===== config.mk =====
export PLATFORM = sky130hd
export DESIGN_NAME = spo2_ratio_calc
export DESIGN_NICKNAME = d
export VERILOG_FILES = /design/src/rtl/spo2_ratio_calc_pkg.sv /design/src/rtl/spo2_ratio_calc_seq_divider.sv /design/src/rtl/spo2_ratio_calc.sv
export SDC_FILE = /design/constraint.sdc
export NUM_CORES = 1
export LEC_CHECK = 0
export ABC_AREA = 0
export BUFFER_PORTS_ARGS = -buffer_cell sky130_fd_sc_hd__clkbuf_2
export CAP_MARGIN = 20
export CORE_AREA = 2 2 243 245
export CTS_CLUSTER_DIAMETER = 80
export DETAILED_ROUTE_END_ITERATION = 8
export DIE_AREA = 0 0 245 247
export SLEW_MARGIN = 30
export SYNTH_ARGS = -nofsm -noshare
export SYNTH_HDL_FRONTEND = slang
export SYNTH_SLANG_ARGS = --single-unit

===== constraint.sdc =====
create_clock -name CLK -period 8.25 [get_ports CLK]
set_input_delay 0.825 -clock CLK [delete_from_list [all_inputs] [get_ports CLK]]
set_output_delay 0.825 -clock CLK [all_outputs]
set_load 0.02 [all_outputs]

===== src/rtl/spo2_ratio_calc_pkg.sv =====
// Shared definitions for the SpO2 ratio path: FSM encoding, Q8.8 constants,
// default sizing and the DC midpoint helper.
package spo2_ratio_calc_pkg;

   typedef enum logic [1:0] {
      ST_ACCUM  = 2'd0,
      ST_CALC   = 2'd1,
      ST_DIVIDE = 2'd2
   } state_e;

   localparam int          Q_INT_BITS  = 8;
   localparam int          Q_FRAC_BITS = 8;
   localparam int          Q_W         = Q_INT_BITS + Q_FRAC_BITS;
   localparam logic [15:0] SAT_VAL     = 16'hFFFF;
   localparam int          WIN_LEN_DEF = 100;
   localparam int          DIV_W_DEF   = 24;
   localparam int          CNT_W       = 10;

   // DC level: midpoint of max and min, summed at 9 bits so nothing wraps
   function automatic logic [7:0] dc_of(input logic [7:0] mx, input logic [7:0] mn);
      logic [8:0] s;
      s = {1'b0, mx} + {1'b0, mn};
      return s[8:1];
   endfunction

endpackage


===== src/rtl/spo2_ratio_calc_seq_divider.sv =====
// Restoring unsigned divider, one quotient bit per cycle. The quotient is
// built in place in the dividend shift register. abort drops any divide.
module seq_divider
   import spo2_ratio_calc_pkg::*;
#(
   parameter int DIV_W = DIV_W_DEF
) (
   input  logic             clk,
   input  logic             rst,
   input  logic             abort,
   input  logic             start,
   input  logic [DIV_W-1:0] dividend,
   input  logic [15:0]      divisor,
   output logic             busy,
   output logic             done,
   output logic [DIV_W-1:0] quotient,
   output logic             den0
);

   localparam int CW = $clog2(DIV_W + 1);

   logic [DIV_W-1:0] quo_q, quo_d;
   logic [15:0]      rem_q, rem_d;
   logic [15:0]      dsr_q, dsr_d;
   logic [CW-1:0]    cnt_q, cnt_d;
   logic             busy_q, busy_d;
   logic             done_q, done_d;
   logic [16:0]      rem_sh;
   logic [16:0]      diff;

   // One restoring step per busy cycle; done pulses after the last bit
   always_comb begin
      quo_d  = quo_q;
      rem_d  = rem_q;
      dsr_d  = dsr_q;
      cnt_d  = cnt_q;
      busy_d = busy_q;
      done_d = 1'b0;
      rem_sh = {rem_q, quo_q[DIV_W-1]};
      diff   = rem_sh - {1'b0, dsr_q};
      if (abort) begin
         busy_d = 1'b0;
         cnt_d  = '0;
      end else if (start) begin
         quo_d  = dividend;
         rem_d  = '0;
         dsr_d  = divisor;
         cnt_d  = CW'(DIV_W);
         busy_d = 1'b1;
      end else if (busy_q) begin
         if (rem_sh >= {1'b0, dsr_q}) begin
            rem_d = diff[15:0];
            quo_d = {quo_q[DIV_W-2:0], 1'b1};
         end else begin
            rem_d = rem_sh[15:0];
            quo_d = {quo_q[DIV_W-2:0], 1'b0};
         end
         cnt_d = cnt_q - 1'b1;
         if (cnt_q == CW'(1)) begin
            busy_d = 1'b0;
            done_d = 1'b1;
         end
      end
   end

   // Divider state registers
   always_ff @(posedge clk or posedge rst) begin
      if (rst) begin
         quo_q  <= '0;
         rem_q  <= '0;
         dsr_q  <= '0;
         cnt_q  <= '0;
         busy_q <= 1'b0;
         done_q <= 1'b0;
      end else begin
         quo_q  <= quo_d;
         rem_q  <= rem_d;
         dsr_q  <= dsr_d;
         cnt_q  <= cnt_d;
         busy_q <= busy_d;
         done_q <= done_d;
      end
   end

   assign busy     = busy_q;
   assign done     = done_q;
   assign quotient = quo_q;
   assign den0     = (divisor == 16'd0);

endmodule


===== src/rtl/spo2_ratio_calc.sv =====
// SpO2 ratio: per-window AC/DC extraction on RED and IR, then
// R = (AC_red*DC_ir)/(AC_ir*DC_red) in unsigned Q8.8 via a sequential divide.
// Channel index 0 is RED, 1 is IR.
module spo2_ratio_calc
   import spo2_ratio_calc_pkg::*;
#(
   parameter int WIN_LEN = WIN_LEN_DEF,
   parameter int DIV_W   = DIV_W_DEF
) (
   input  logic        CLK,
   input  logic        rst,
   input  logic        enable,
   input  logic        red_valid,
   input  logic [7:0]  red_sample,
   input  logic        ir_valid,
   input  logic [7:0]  ir_sample,
   output logic [15:0] ratio,
   output logic        ratio_valid,
   output logic [7:0]  ac_red,
   output logic [7:0]  ac_ir,
   output logic [7:0]  dc_red,
   output logic [7:0]  dc_ir,
   output logic        div_err,
   output logic        sat,
   output logic        overrun
);

   localparam logic [CNT_W-1:0] WIN_CNT = CNT_W'(WIN_LEN);

   logic [1:0]             vld;
   logic [1:0][7:0]        smp;
   logic [1:0]             acc;
   logic [1:0][CNT_W-1:0]  cnt_q, cnt_d, cnt_n;
   logic [1:0][7:0]        min_q, min_d, mn_n;
   logic [1:0][7:0]        max_q, max_d, mx_n;
   logic                   close;

   state_e                 state_q, state_d;
   logic [1:0][7:0]        ac_q, ac_d, dc_q, dc_d;
   logic [15:0]            ratio_q, ratio_d;
   logic                   rv_q, rv_d;
   logic                   div_err_q, div_err_d;
   logic                   sat_q, sat_d;
   logic                   ovr_q, ovr_d;

   logic [15:0]            p_num, den;
   logic [DIV_W-1:0]       num, quo;
   logic                   div_start, div_busy, div_done, div_den0;

   assign vld = {ir_valid, red_valid};
   assign smp = {ir_sample, red_sample};

   // Min/max/count tracking per channel; runs in every FSM state
   always_comb begin
      acc   = '0;
      cnt_n = cnt_q;
      mn_n  = min_q;
      mx_n  = max_q;
      for (int c = 0; c < 2; c++) begin
         acc[c]   = enable && vld[c] && (cnt_q[c] != WIN_CNT);
         cnt_n[c] = cnt_q[c] + CNT_W'(acc[c]);
         mn_n[c]  = (acc[c] && smp[c] < min_q[c]) ? smp[c] : min_q[c];
         mx_n[c]  = (acc[c] && smp[c] > max_q[c]) ? smp[c] : max_q[c];
      end
      close = enable && (cnt_n[0] == WIN_CNT) && (cnt_n[1] == WIN_CNT);
      cnt_d = cnt_n;
      min_d = mn_n;
      max_d = mx_n;
      if (!enable || close) begin
         cnt_d = '0;
         min_d = {2{8'hFF}};
         max_d = '0;
      end
   end

   // Ratio operands from the latched AC/DC of the closed window
   always_comb begin
      p_num = {8'h00, ac_q[0]} * {8'h00, dc_q[1]};
      den   = {8'h00, ac_q[1]} * {8'h00, dc_q[0]};
      num   = DIV_W'({p_num, 8'h00});
   end

   // Window FSM: ACCUM -> CALC -> DIVIDE -> ACCUM, with registered outputs
   always_comb begin
      state_d   = state_q;
      ac_d      = ac_q;
      dc_d      = dc_q;
      ratio_d   = ratio_q;
      rv_d      = 1'b0;
      div_err_d = div_err_q;
      sat_d     = sat_q;
      ovr_d     = 1'b0;
      div_start = 1'b0;
      if (!enable) begin
         state_d = ST_ACCUM;
      end else begin
         case (state_q)
            ST_ACCUM: begin
               if (close) begin
                  for (int c = 0; c < 2; c++) begin
                     ac_d[c] = mx_n[c] - mn_n[c];
                     dc_d[c] = dc_of(mx_n[c], mn_n[c]);
                  end
                  state_d = ST_CALC;
               end
            end
            ST_CALC: begin
               ovr_d = close;
               if (div_den0) begin
                  ratio_d   = SAT_VAL;
                  rv_d      = 1'b1;
                  div_err_d = 1'b1;
                  sat_d     = 1'b0;
                  state_d   = ST_ACCUM;
               end else begin
                  div_start = 1'b1;
                  state_d   = ST_DIVIDE;
               end
            end
            ST_DIVIDE: begin
               ovr_d = close;
               if (div_done) begin
                  rv_d      = 1'b1;
                  div_err_d = 1'b0;
                  sat_d     = ((quo >> Q_W) != '0);
                  ratio_d   = sat_d ? SAT_VAL : quo[15:0];
                  state_d   = ST_ACCUM;
               end else if (!div_busy) begin
                  state_d = ST_ACCUM;
               end
            end
            default: state_d = ST_ACCUM;
         endcase
      end
   end

   // All top-level state in one register block
   always_ff @(posedge CLK or posedge rst) begin
      if (rst) begin
         state_q   <= ST_ACCUM;
         cnt_q     <= '0;
         min_q     <= {2{8'hFF}};
         max_q     <= '0;
         ac_q      <= '0;
         dc_q      <= '0;
         ratio_q   <= '0;
         rv_q      <= 1'b0;
         div_err_q <= 1'b0;
         sat_q     <= 1'b0;
         ovr_q     <= 1'b0;
      end else begin
         state_q   <= state_d;
         cnt_q     <= cnt_d;
         min_q     <= min_d;
         max_q     <= max_d;
         ac_q      <= ac_d;
         dc_q      <= dc_d;
         ratio_q   <= ratio_d;
         rv_q      <= rv_d;
         div_err_q <= div_err_d;
         sat_q     <= sat_d;
         ovr_q     <= ovr_d;
      end
   end

   seq_divider #(.DIV_W(DIV_W)) u_div (
      .clk      (CLK),
      .rst      (rst),
      .abort    (!enable),
      .start    (div_start),
      .dividend (num),
      .divisor  (den),
      .busy     (div_busy),
      .done     (div_done),
      .quotient (quo),
      .den0     (div_den0)
   );

   assign ratio       = ratio_q;
   assign ratio_valid = rv_q;
   assign ac_red      = ac_q[0];
   assign ac_ir       = ac_q[1];
   assign dc_red      = dc_q[0];
   assign dc_ir       = dc_q[1];
   assign div_err     = div_err_q;
   assign sat         = sat_q;
   assign overrun     = ovr_q;

endmodule

### Word-level counts from Yosys, hierarchy flattened

Cells that the tools add are included.

| word-level totals | value |
|---|---|
| register bits after elaboration | 169 |
| bits in latches | 0 |
| memory bits (writable) | 0 |
| memory bits (read-only) | 0 |
| input bits | 21 |
| output and inout port bits | 52 |
| logic and storage cells | 121 |
| memories | 0 |

| operators by class | value |
|---|---|
| $add $sub $neg | 8 |
| $mul | 2 |
| div/mod/pow operators | 0 |
| order comparisons | 5 |
| equal/unequal tests | 12 |
| shift operators | 0 |
| muxes and demuxes | 49 |
| bitwise logic cells | 0 |
| reductions and logical operators | 23 |

Operators with widths:

| operator | number |
|---|---|
| $mux W16 | 8 |
| $mux W24 | 2 |
| $mul A8 B8 Y16 | 2 |
| $mux W8 | 4 |
| $pmux W16 S2 | 1 |
| $reduce_bool A24 Y1 | 1 |
| $mux W1 | 21 |
| $add A10 B1 Y10 | 2 |
| $eq A10 B7 Y1 const B | 2 |
| $mux W20 | 1 |
| $ne A10 B7 Y1 const B | 2 |
| $add A8 B8 Y9 | 2 |
| $ge A17 B16 Y1 | 1 |
| $gt A8 B8 Y1 | 2 |
| $logic_not A16 Y1 | 1 |
| $lt A8 B8 Y1 | 2 |
| $sub A16 B16 Y16 | 1 |
| $sub A8 B8 Y8 | 2 |
| $mux W5 | 3 |
| $logic_and A1 B1 Y1 | 10 |
| $mux W2 | 5 |
| $pmux W1 S2 | 3 |
| $pmux W2 S3 | 1 |
| $reduce_and A2 Y1 | 3 |
| other kinds (16) | 17 |

### Longest topological paths before layout

Gate-level depths: netlist (run 1).

| depth | value |
|---|---|
| depth in word-level cells | 9 |
| mapped depth | 21 |
| gate-level depth less buffers | 20 |

### Modules after synthesis

Synthesis (run 1) repeated with hierarchy kept, for this count alone.

| second synthesis, totals | value |
|---|---|
| cell total of the unflattened synthesis | 1554 |
| area total of the unflattened synthesis | 14674.1 um^2 |

Modules (own cells, without submodules):

| module | times used | cells an instance | area each (um^2) | seq. area each (um^2) |
|---|---|---|---|---|
| spo2_ratio_calc | 1 | 1151 | 10930.5 | 2672.6 |
| seq_divider | 1 | 403 | 3743.6 | 1576.5 |

### Worst setup path after synthesis (run 1)

Ideal clock, no wire load.

| timing | value |
|---|---|
| path kind | register -> register |
| from | register ac_q, in the netlist ac_ir[2] |
| to | register ratio_q[0] (netlist: ratio[0]) |
| library setup time | 0.121 ns |
| data arrival time | 5.789 ns |
| data required time | 8.129 ns |
| path slack | 2.340 ns |
| stages on the path, launching flop included | 20 |
| buffers on the path | 3 |
| clock period less this slack | 5.910 ns |
| path through | dfrtp_1 and2_1 fa_1 fa_1 fa_1 inv_1 fa_1 inv_1 ha_1 clkbuf_1 nand2_1 o21ai_0 nand2_1 xnor2_1 or4_1 o41a_1 or4_1 buf_2 buf_6 o22a_1 |

| on the way | value |
|---|---|
| longest elaborated chain between the ends | 4 |

RTL lines:

| what | line | RTL |
|---|---|---|
| from (decl) | spo2_ratio_calc.sv:39 | `logic [1:0][7:0] ac_q, ac_d, dc_q, dc_d;` |
| from (signal assigned) | spo2_ratio_calc.sv:144 | `ac_q <= '0;` |
| from (signal assigned) | spo2_ratio_calc.sv:156 | `ac_q <= ac_d;` |
| $mul A8 B8 Y16 | spo2_ratio_calc.sv:79 | `den = {8'h00, ac_q[1]} * {8'h00, dc_q[0]};` |
| $logic_not A16 Y1 | spo2_ratio_calc_seq_divider.sv:88 | `assign den0 = (divisor == 16'd0);` |
| $ne A2 B2 Y1 (no source line) | - |  |
| $reduce_and A4 Y1 (no source line) | - |  |
| to (signal assigned) | spo2_ratio_calc.sv:158 | `ratio_q <= ratio_d;` |
| to (decl) | spo2_ratio_calc.sv:40 | `logic [15:0] ratio_q, ratio_d;` |

Every way passes these cells.
A chain may end at the register's enable or synchronous reset.

### Worst setup path after layout (run 1)

| timing | value |
|---|---|
| from | register ac_q, in the netlist ac_ir[2] |
| to | register ratio_q[2] (netlist: ratio[2]) |

Same word-level chain as after synthesis.

==> summary.txt, run 1 <==
CTS
  – Clock root cell: clkbuf_16
  – CTS tree: done
  – Hold-fix buffers, CTS: 0
  – Clock Sinks: 169
  – Worst-skew pair later-pin latency: 0.45 ns
  – CTS Buffer Depth: 2
  – H-tree depth: 4
  – Post-CTS Resized: 0
  – Post-CTS Setup Bufs: 0
  – Clock-pin slew of the registers on the worst-case setup and hold paths: 0.07 ns
  – Total CTS buffers: 17

Detailed routing
  – Routed WL per cell: 14.9 um
  – Starting DRT DRC Count: 626
  – Drt via density: 4.56
  – ANT nets after route: 0
  – Initial DRT Pass Iterations: 6
  – DRT Wirelength: 35100 um
  – Vias: 10800
  – DRC errors left: 0

STA
  – Setup TNS: 0 ns
  – Worst-Margin Slew: 0.793 ns
  – Slew Viols, Final: 0
  – Final setup vio count: 0
  – Clock skew: 0.0122 ns
  – Final hold violations: 0
  – Final period util: 79.6%
  – Max-slew headroom: 46.9%
  – Final hold slack: 0.491 ns
  – RSZ-0062 raised after global routing: no
  – Shortest period the worst path allows: 6.57 ns
  – Max Fclk: 0.152 GHz

Synthesis
  – Post-synthesis cell count: 1522
  – Largest area contributor in the netlist: dfrtp_1
  – Synthesized cell area: 14300 sq um
  – Syn Area/Cell: 9.41 sq um
  – Synthesized net count: 1778
  – Flops & latches, synth: 169
  – Dominant cell by count in the synthesized netlist: inv_1
  – Sequential area share after synthesis: 29.7%
  – Post-synth top cells: inv_1 (187), ha_1 (158), dfrtp_1 (153), and2_1 (107), nand2_1 (106)
  – FFs w/ async S/R, synth: 100%
  – Top_reg_cell synth: dfrtp_1
  – Top cell type's share of synthesized area: 26.7%
  – Number of synthesized flops with an enable pin: 0
  – Yosys Warn Count: 0
  – Cell variety after synth: 70
  – Synth top area cells: dfrtp_1 (27%), ha_1 (14%), fa_1 (11%)

Cells and area
  – Post-layout nets: 1827
  – Layout cells sized above 1: 11.2%
  – Fillcell total: 6119
  – Synth-to-Final Area Change: 12.8%
  – # diodes: 0

GRT
  – Gr ovfl total: 0
  – Largest net degree at the start of global routing: 83
  – Global-route wire length before repair: 57700 um
  – GRT Total Usage: 11.9%
  – Vias in the first global route: 10800
  – Initial antenna violation count: 0

Power
  – PD cells: 119 nW/um^2
  – Peak VDD IR: 0.000133 V
  – Leakage power: 0.00792 uW

Floorplanning
  – Die area: 60500 sq um
  – # IOs: 73
  – Die Width: 245 um
  – Rows: 89
  – Die Y: 247 um
  – Initial core utilization: 24.6%
  – Core area: 58200 sq um

Critical path
  – Setup crit end kind: flop
  – Worst setup SP type: flop
  – Crit path arrival time: 6.90 ns
  – WS Path Type: flop to flop
  – Critical path fanouts, max: 19
  – CP Data Required Time: 8.58 ns

Place
  – Final HPWL from detailed placement: 27700 um
  – GPL Wtd Cong: 0.827
  – PortBufs: 72

Run
  – Max-cap viol count: 0

Worst hold path
  – Worst Hold Class: primary input to async pin

Run status
  – Status: finished, final reports clean
==> cells by family (layout without fill, tap and decap cells) <==
family | count (synthesis) | count (layout) | share of synthesized area, %
AND/OR/NAND/NOR | 423 | 423 | 15.4
multiplexers | 53 | 53 | 3.95
buffers and inverters | 240 | 302 | 6.37
adder cells (fa/ha/maj) | 235 | 235 | 24.6
flip-flops | 169 | 169 | 29.7
XOR/XNOR | 69 | 69 | 4.22
AO/OA/AOI/OAI | 333 | 333 | 15.8
==> stage by stage <==
stage	std cells	setup slack [ns]	util (%)	instance area, sq um	power [uW]
6_report	2357	1.68	27.7	16200	1930
2_1_floorplan	1522	2.34	-	14300	1050
3_3_place_gp	2325	1.87	26.7	15600	1110
3_5_place_dp	2325	1.76	26.7	15600	1120
5_1_grt	2357	1.32	27.7	16200	2020
4_1_cts	2357	1.73	27.7	16200	1960
==> cells in the final DEF, fill, tap and decap left out, types with 5 or more instances in the layout <==
| cell type | n |
|---|---|
| buf_4 | 9 |
| xnor2_1 | 50 |
| o21ai_0 | 73 |
| o2bb2ai_1 | 11 |
| o211ai_1 | 34 |
| o21bai_1 | 15 |
| or4_1 | 7 |
| nor3_1 | 18 |
| dfstp_2 | 16 |
| nor4_1 | 11 |
| clkbuf_2 | 72 |
| fa_1 | 77 |
| o22a_1 | 17 |
| nor2_1 | 57 |
| xor2_1 | 19 |
| mux2i_1 | 25 |
| nand4_1 | 10 |
| clkbuf_16 | 17 |
| o31ai_1 | 6 |
| mux2_2 | 28 |
| a211oi_1 | 6 |
| a21boi_0 | 15 |
| inv_6 | 5 |
| a21oi_1 | 63 |
| nand3_1 | 38 |
| nand2_1 | 106 |
| and2_1 | 106 |
| nor2b_1 | 18 |
| a211o_1 | 7 |
| ha_1 | 158 |
| o221ai_1 | 9 |
| nand2b_1 | 10 |
| a22o_1 | 7 |
| inv_1 | 186 |
| a21o_1 | 18 |
| dfrtp_1 | 153 |
| o21a_1 | 11 |
| or2_2 | 8 |
| and3_1 | 14 |
==> flip-flops by register name, indices dropped and copies added (netlist names), 2 cells and up <==
signal          cells
u_div.quotient     24
cnt_q              20
max_q              16
min_q              16
ratio              16
u_div.dsr_q        16
u_div.rem_q        16
ac_ir               8
ac_red              8
dc_ir               8
dc_red              8
u_div.cnt_q         5
state_q             2
==> path summary, 6_finish.rpt <==
kind | from | endpoint | slack [ns] | cells after the start
min reg2reg | ratio[13] | ratio[13] | 0.51 | 1
min | rst | u_div.rem_q[12] | 0.49 | 2
min in group CLK | ratio[13] | ratio[13] | 0.51 | 1
max | ac_ir[2] | ratio[2] | 1.68 | 16
max in group asynchronous | rst | min_q[0] | 6.00 | 4
max reg2reg | ac_ir[2] | ratio[2] | 1.68 | 16
==> area by class of cell <==
type                       instances  area [sq um]  share of cell area (%)
multi-input combinational       1113          9200                    56.9
sequential                       169          4250                    26.3
tap                              773           967                    5.99
inverter                         189           714                    4.42
clock buffer                      18           439                    2.72
timing repair buffer              81           428                    2.65
clock inverter                    14           160                   0.991
==> critical path, cell delays in order (launching register included) <==
cell and delay (ns):
dfrtp_1 0.49, and2_1 0.23, fa_1 0.50, fa_1 0.51
fa_1 0.55, inv_1 0.06, fa_1 0.53, inv_1 0.04
ha_1 0.42, nand2_1 0.11, o21ai_0 0.33, nand2_1 0.11
xnor2_1 0.14, or4_1 0.58, o41a_1 0.63, or4_1 0.91
o22a_1 0.30
==> routing by layer <==
metal / part of all wire [%] / global-route usage [%] / wire length [um]
met4: 1.4 / 2.80 / 495
met3: 4.0 / 2.62 / 1420
met2: 47 / 19.8 / 16600
met1: 47 / 15.6 / 16600
met5: 0 / 0 / 0
==> power by group <==
| part | total [uW] | internal, uW | switching [uW] |
|---|---|---|---|
| sequential | 849 | 843 | 5.22 |
| combinational | 252 | 96.1 | 156 |
| clock | 826 | 461 | 364 |
(Power assumes the default switching activity.)
==> run 2: changes to the inputs <==
--- a/config.mk
+++ b/config.mk
@@ -5,13 +5,13 @@
 export SDC_FILE = /design/constraint.sdc
 export NUM_CORES = 1
 export LEC_CHECK = 0
-export ABC_AREA = 0
+export ABC_AREA = 1
 export BUFFER_PORTS_ARGS = -buffer_cell sky130_fd_sc_hd__clkbuf_2
 export CAP_MARGIN = 20
-export CORE_AREA = 2 2 243 245
+export CORE_AREA = 2 2 250 252
 export CTS_CLUSTER_DIAMETER = 80
 export DETAILED_ROUTE_END_ITERATION = 8
-export DIE_AREA = 0 0 245 247
+export DIE_AREA = 0 0 252 254
 export SLEW_MARGIN = 30
 export SYNTH_ARGS = -nofsm -noshare
 export SYNTH_HDL_FRONTEND = slang
==> constraint.sdc (replaced) <==
create_clock -name CLK -period 6.8 [get_ports CLK]
set_input_delay 0.68 -clock CLK [delete_from_list [all_inputs] [get_ports CLK]]
set_output_delay 0.68 -clock CLK [all_outputs]
set_load 0.02 [all_outputs]
==> summary.txt, run 2 <==
Detailed routing
  – ANT nets after route: 0 (unchanged)
  – Initial DRT Pass Iterations: 5 (was 6)
  – Drt via density: 4.35 (was 4.56)
  – Routed WL per cell: 13.1 um (was 14.9 um)
  – Starting DRT DRC Count: 785 (was 626)
  – DRC errors left: 0 (unchanged)
  – DRT Wirelength: 37200 um (was 35100 um)
  – Vias: 12400 (was 10800)

GRT
  – Largest net degree at the start of global routing: 138 (was 83)
  – Met3 GRT Util: 2.87% (was 2.62%)
  – Global-route wire length before repair: 61300 um (was 57700 um)
  – Vias in the first global route: 11800 (was 10800)
  – Met1 Use GR: 16.7% (was 15.6%)
  – Gr ovfl total: 0 (unchanged)
  – M2 GR Usage: 18.4% (was 19.8%)
  – GR peak layer: met2 (unchanged)
  – Initial antenna violation count: 0 (unchanged)
  – GRT Total Usage: 11.8% (was 11.9%)

Synthesis
  – Largest area contributor in the netlist: dfrtp_1 (unchanged)
  – FFs w/ async S/R, synth: 100% (unchanged)
  – Synth top area cells: dfrtp_1 (25%), ha_1 (13%), nand2_1 (13%) (was dfrtp_1 (27%), ha_1 (14%), fa_1 (11%))
  – Dominant cell by count in the synthesized netlist: nand2_1 (was inv_1)
  – Number of synthesized flops with an enable pin: 0 (unchanged)
  – Post-synth top cells: nand2_1 (506), inv_1 (382), ha_1 (158), dfrtp_1 (153), nand3_1 (146) (was inv_1 (187), ha_1 (158), dfrtp_1 (153), and2_1 (107), nand2_1 (106))
  – Synthesized cell area: 15100 sq um (was 14300 sq um)
  – Syn Area/Cell: 7.46 sq um (was 9.41 sq um)
  – Cell variety after synth: 49 (was 70)
  – Post-synthesis cell count: 2030 (was 1522)
  – Top_reg_cell synth: dfrtp_1 (unchanged)
  – Sequential area share after synthesis: 28.1% (was 29.7%)
  – Flops & latches, synth: 169 (unchanged)
  – Top cell type's share of synthesized area: 25.3% (was 26.7%)
  – Yosys Warn Count: 0 (unchanged)
  – Synthesized net count: 2286 (was 1778)

STA
  – Worst-Margin Slew: 0.870 ns (was 0.793 ns)
  – Final setup vio count: 0 (unchanged)
  – RSZ-0062 raised after global routing: no (unchanged)
  – Clock skew: 0.00966 ns (was 0.0122 ns)
  – Slew Viols, Final: 0 (unchanged)
  – Max Fclk: 0.185 GHz (was 0.152 GHz)
  – Shortest period the worst path allows: 5.42 ns (was 6.57 ns)
  – Max-slew headroom: 42.0% (was 46.9%)
  – Final hold violations: 0 (unchanged)
  – Setup TNS: 0 ns (unchanged)
  – Final period util: 79.6% (about the same)

Cells and area
  – Synth-to-Final Area Change: 11.0% (was 12.8%)
  – Post-route insts no fill: 2850 (was 2357)
  – Max reg flops: 24 (unchanged)
  – Layout cells sized above 1: 7.48% (was 11.2%)
  – Fillcell total: 6655 (was 6119)
  – # diodes: 0 (unchanged)
  – Most frequent cells in the layout: nand2_1 (506), inv_1 (381), ha_1 (158) (was inv_1 (186), ha_1 (158), dfrtp_1 (153))
  – Seq. cell area: 4250 sq um (unchanged)
  – Post-layout nets: 2304 (was 1827)
  – Commonest non-fill, non-tap cell in the layout: nand2_1 (was inv_1)
  – Multi-input logic area: 9040 sq um (was 9200 sq um)

Critical path
  – WS Path Type: flop to flop (unchanged)
  – Beginning of the worst register-to-register path: ac_ir[0] (was ac_ir[2])
  – Critical path fanouts, max: 34 (was 19)
  – Worst r2r dst: u_div.rem_q[2] (was ratio[2])
  – Worst setup SP type: flop (unchanged)
  – Setup crit end kind: flop (unchanged)
  – Critical path startpoint: ac_ir[0] (was ac_ir[2])
  – Crit path arrival time: 5.78 ns (was 6.90 ns)
  – R2R cell count: 21 (was 16)
  – R2r setup slk: 1.38 ns (was 1.68 ns)
  – CP Data Required Time: 7.16 ns (was 8.58 ns)

Floorplanning
  – Rows: 91 (was 89)
  – Die Width: 252 um (was 245 um)
  – Die Y: 254 um (was 247 um)
  – Die area: 64000 sq um (was 60500 sq um)
  – # IOs: 73 (unchanged)
  – Initial core utilization: 24.7% (was 24.6%)
  – Core area: 61300 sq um (was 58200 sq um)

CTS
  – Worst-skew pair later-pin latency: 0.45 ns (about the same)
  – H-tree depth: 4 (unchanged)
  – Clock-pin slew of the registers on the worst-case setup and hold paths: 0.07 ns (about the same)
  – CTS Buffer Depth: 2 (unchanged)
  – Clock Sinks: 169 (unchanged)
  – Post-CTS Resized: 0 (unchanged)
  – Total CTS buffers: 17 (unchanged)
  – Post-CTS Setup Bufs: 0 (unchanged)
  – Clock root cell: clkbuf_16 (unchanged)
  – CTS tree: done (unchanged)
  – Hold-fix buffers, CTS: 0 (unchanged)

Run status
  – Status: finished, final reports clean (unchanged)

Power
  – Peak VDD IR: 0.000185 V (was 0.000133 V)
  – PD cells: 160 nW/um^2 (was 119 nW/um^2)
  – Leakage power: 0.00955 uW (was 0.00792 uW)
  – Pwr Total: 2690 uW (was 1930 uW)

Place
  – PortBufs: 72 (unchanged)
  – Inst Count DP: 2818 (was 2325)
  – GPL Wtd Cong: 0.841 (was 0.827)
  – Final HPWL from detailed placement: 29100 um (was 27700 um)

Worst hold path
  – Worst Hold Class: primary input to async pin (unchanged)

Run
  – Max-cap viol count: 0 (unchanged)
==> run 2: critical path: stages (launching register included) <==
cell	delay, ns
dfrtp_1	0.54
nand2_1	0.13
fa_1	0.53
fa_1	0.54
inv_1	0.05
fa_1	0.53
inv_1	0.06
fa_1	0.53
inv_1	0.04
ha_1	0.35
nand2_1	0.11
nor2_1	0.14
nand3_1	0.12
nand2_1	0.08
nand2_1	0.05
nand2_1	0.08
nand3_1	0.11
nor2_4	0.14
nand3_4	0.22
nand2_4	0.39
nand2_2	0.32
o21ai_0	0.25
==> run 2: routing by layer <==
metal / vias to the layer above / share of wire, %
li1: 6429 / -
met1: 5762 / 50
met2: 191 / 44
met3: 19 / 5.3
met4: 0 / 0.84
met5: - / 0
==> run 2: cells by family (layout without fill, tap and decap cells) <==
family	after synthesis	count (layout)	synth area share, %
adders and majority gates	235	235	23.2
xor gates and xnor gates	58	58	3.36
AOI/OAI and AO/OA	236	236	8.48
DFF	169	169	28.1
buffers and inverters	469	499	12.2
and+or+nand+nor	863	863	24.6
==> run 2: final cells by class <==
class / count / share of cell area [%]
Multi-Input combinational cell: 1392 / 53.8
Sequential cell: 169 / 25.3
Inverter: 388 / 8.70
Tap cell: 790 / 5.88
Clock buffer: 19 / 2.70
Timing Repair Buffer: 80 / 2.58
Clock inverter: 12 / 1.04
==> run 2: power by group <==
| part | leakage (uW) | internal [uW] | switching, uW | total [uW] |
|---|---|---|---|---|
| Clock | 0.000309 | 631 | 424 | 1050 |
| Sequential | 0.00220 | 1070 | 31.3 | 1100 |
| Combinational | 0.00705 | 178 | 359 | 537 |
==> run 2: per-stage QoR <==
step	util, %	setup slack, ns	cell area, sq um	hold slack [ns]
after floorplan	-	1.57	15100	0.453
after global placement	26.4	1.48	16200	0.456
after detailed placement	26.4	1.38	16200	0.458
after CTS	27.4	1.36	16800	0.189
after global routing	27.4	0.882	16800	0.198
final	27.4	1.38	16800	0.195
==> run 2: how the worst max path moves through the flow <==
stage	to	slack (ns)
floorplan	ac_ir[0]	1.57
global placement	u_div.quotient[7]	1.48
detailed placement	u_div.quotient[4]	1.38
CTS	u_div.quotient[2]	1.36
global route	u_div.rem_q[2]	0.88
finish	u_div.rem_q[2]	1.38
==> run 3: changes to the inputs <==
--- a/config.mk
+++ b/config.mk
@@ -5,13 +5,13 @@
 export SDC_FILE = /design/constraint.sdc
 export NUM_CORES = 1
 export LEC_CHECK = 0
-export ABC_AREA = 1
+export ABC_AREA = 0
 export BUFFER_PORTS_ARGS = -buffer_cell sky130_fd_sc_hd__clkbuf_2
 export CAP_MARGIN = 20
-export CORE_AREA = 2 2 250 252
+export CORE_AREA = 2 2 243 245
 export CTS_CLUSTER_DIAMETER = 80
 export DETAILED_ROUTE_END_ITERATION = 8
-export DIE_AREA = 0 0 252 254
+export DIE_AREA = 0 0 245 247
 export SLEW_MARGIN = 30
 export SYNTH_ARGS = -nofsm -noshare
 export SYNTH_HDL_FRONTEND = slang
==> constraint.sdc (replaced) <==
create_clock -name CLK -period 5.45 [get_ports CLK]
set_input_delay 0.545 -clock CLK [delete_from_list [all_inputs] [get_ports CLK]]
set_output_delay 0.545 -clock CLK [all_outputs]
set_load 0.02 [all_outputs]
==> summary.txt, run 3 (synthesized netlist as in run 1, its figures left out) <==
Critical path
  – CP Data Required Time: 5.79 ns (was 7.16 ns)
  – R2R cell count: 19 (was 21)
  – Worst setup SP type: flop (unchanged)
  – Critical path startpoint: dc_red[2] (was ac_ir[0])
  – Setup crit end kind: flop (unchanged)
  – R2r setup slk: -0.14 ns (was 1.38 ns)
  – Critical Path End: ratio[8] (was u_div.rem_q[2])
  – WS Path Type: flop to flop (unchanged)
  – Beginning of the worst register-to-register path: dc_red[2] (was ac_ir[0])
  – Critical path fanouts, max: 8 (was 34)
  – Crit path arrival time: 5.93 ns (was 5.78 ns)
  – Worst r2r dst: ratio[8] (was u_div.rem_q[2])

CTS
  – CTS Buffer Depth: 2 (unchanged)
  – Hold-fix buffers, CTS: 0 (unchanged)
  – H-tree depth: 4 (unchanged)
  – Total CTS buffers: 17 (unchanged)
  – Worst-skew pair later-pin latency: 0.45 ns (about the same)
  – Clock Sinks: 169 (unchanged)
  – CTS tree: done (unchanged)
  – Clock root cell: clkbuf_16 (unchanged)
  – Clock-pin slew of the registers on the worst-case setup and hold paths: 0.07 ns (about the same)

Detailed routing
  – DRT Wirelength: 36800 um (was 37200 um)
  – Routed WL per cell: 15.0 um (was 13.1 um)
  – ANT nets after route: 0 (unchanged)
  – DRC errors left: 0 (unchanged)
  – Starting DRT DRC Count: 587 (was 785)
  – Drt via density: 4.63 (was 4.35)
  – Initial DRT Pass Iterations: 5 (unchanged)
  – Vias: 11400 (was 12400)

GRT
  – Initial antenna violation count: 0 (unchanged)
  – Global-route wire length before repair: 59300 um (was 61300 um)
  – Largest net degree at the start of global routing: 65 (was 138)
  – GRT Total Usage: 12.1% (was 11.8%)
  – Gr ovfl total: 0 (unchanged)
  – Vias in the first global route: 11600 (was 11800)

Floorplanning
  – Initial core utilization: 24.6% (was 24.7%)
  – Die area: 60500 sq um (was 64000 sq um)
  – Core area: 58200 sq um (was 61300 sq um)
  – # IOs: 73 (unchanged)
  – Rows: 89 (was 91)
  – Die Y: 247 um (was 254 um)
  – Die Width: 245 um (was 252 um)

STA
  – Final hold violations: 0 (unchanged)
  – RSZ-0062 raised after global routing: yes (was no)
  – Clock skew: 0.0132 ns (was 0.00966 ns)
  – Worst-Margin Slew: 0.880 ns (was 0.870 ns)
  – Max-slew headroom: 41.3% (was 42.0%)
  – Shortest period the worst path allows: 5.59 ns (was 5.42 ns)
  – Final period util: 103% (was 79.6%)
  – Max Fclk: 0.179 GHz (was 0.185 GHz)
  – Final setup vio count: 52 (was 0)
  – Slew Viols, Final: 0 (unchanged)
  – Setup TNS: -4.87 ns (was 0 ns)
  – Worst Slack Setup Final: -0.140 ns (was 1.38 ns)

Worst hold path
  – Worst Hold Class: primary input to async pin (unchanged)

Cells and area
  – Commonest non-fill, non-tap cell in the layout: inv_1 (was nand2_1)
  – Fillcell total: 6043 (was 6655)
  – Seq. cell area: 4270 sq um (was 4250 sq um)
  – Synth-to-Final Area Change: 22.8% (was 11.0%)
  – # diodes: 0 (unchanged)
  – Post-layout nets: 1934 (was 2304)
  – Layout cells sized above 1: 21.5% (was 7.48%)
  – Multi-input logic area: 9570 sq um (was 9040 sq um)
  – Most frequent cells in the layout: inv_1 (183), ha_1 (153), dfrtp_1 (139) (was nand2_1 (506), inv_1 (381), ha_1 (158))
  – Max reg flops: 24 (unchanged)

Run status
  – Violated checks: negative setup slack
  – Status: complete, but fails checks (was finished, final reports clean)

Run
  – Max-cap viol count: 0 (unchanged)

Place
  – Setup WS pre-CTS: -0.265 ns (was 1.38 ns)
  – Final HPWL from detailed placement: 28300 um (was 29100 um)
  – PortBufs: 72 (unchanged)
  – GPL Wtd Cong: 0.838 (was 0.841)

Power
  – PD cells: 175 nW/um^2 (was 160 nW/um^2)
  – Pwr Total: 3080 uW (was 2690 uW)
  – Peak VDD IR: 0.000168 V (was 0.000185 V)
  – Leakage power: 0.00859 uW (was 0.00955 uW)
==> run 3: how the worst min path moves through the flow <==
stage / from / to / slack, ns / depth (start not counted)
after floorplan: u_div.rem_q[13] / u_div.rem_q[13] / 0.47 / 1
after global placement: ratio[14] / ratio[14] / 0.49 / 1
after detailed placement: u_div.dsr_q[8] / u_div.dsr_q[8] / 0.50 / 1
after CTS: rst / u_div.rem_q[9] / 0.23 / 2
after global routing: rst / u_div.rem_q[9] / 0.24 / 2
final: rst / u_div.rem_q[9] / 0.18 / 2
==> run 3: repair_timing <==
item / in CTS / in global routing
resized for setup: 16 / 76
pin swaps: 4 / 29
cloned: 1 / 7
buffers inserted: 11 / 17
endpoints found under the setup margin: 69 / 83
==> run 3: critical path, cell delays in order (launching register included) <==
cell       delay [ns]
dfrtp_2          0.45
buf_6            0.14
and2_4           0.13
fa_1             0.46
fa_1             0.51
fa_1             0.51
inv_2            0.04
fa_1             0.48
inv_2            0.05
ha_4             0.23
a2111oi_4        0.31
o21ai_2          0.12
buf_6            0.14
a311oi_2         0.21
xor2_1           0.31
nand2_1          0.13
o41a_1           0.41
or4_4            0.50
clkbuf_16        0.19
o22a_1           0.16
==> run 3: report_power, final <==
| group | internal [uW] | total, uW | switching [uW] |
|---|---|---|---|
| Clock | 878 | 1410 | 530 |
| Sequential | 1280 | 1280 | 7.89 |
| Combinational | 150 | 384 | 235 |
| Total | 2300 | 3080 | 773 |
==> run 3: per-stage QoR <==
| step | cell area [sq um] | hold WS, ns | cells | util [%] |
|---|---|---|---|---|
| floorplan | 14400 | 0.474 | 1522 | - |
| global placement | 16200 | 0.493 | 2397 | 27.8 |
| detailed placement | 16200 | 0.497 | 2397 | 27.8 |
| CTS | 17000 | 0.227 | 2441 | 29.2 |
| global route | 17600 | 0.239 | 2464 | 30.2 |
| finish | 17600 | 0.183 | 2464 | 30.2 |
==> run 3: area by class of cell <==
cell class / count / share of cell area [%]
Multi-Input combinational cell: 1115 / 54.4
Sequential cell: 169 / 24.3
Timing Repair Buffer: 186 / 7.87
Tap cell: 773 / 5.50
Inverter: 189 / 4.06
Clock buffer: 19 / 2.52
Clock inverter: 13 / 1.37
==> run 3: layer usage <==
metal / vias up / track usage [%] / share of wire [%]
met5: - / 0 / 0
met4: 0 / 3.75 / 1.8
met3: 37 / 2.41 / 3.3
met1: 5643 / 15.2 / 45
met2: 175 / 20.8 / 49
li1: 5548 / - / -
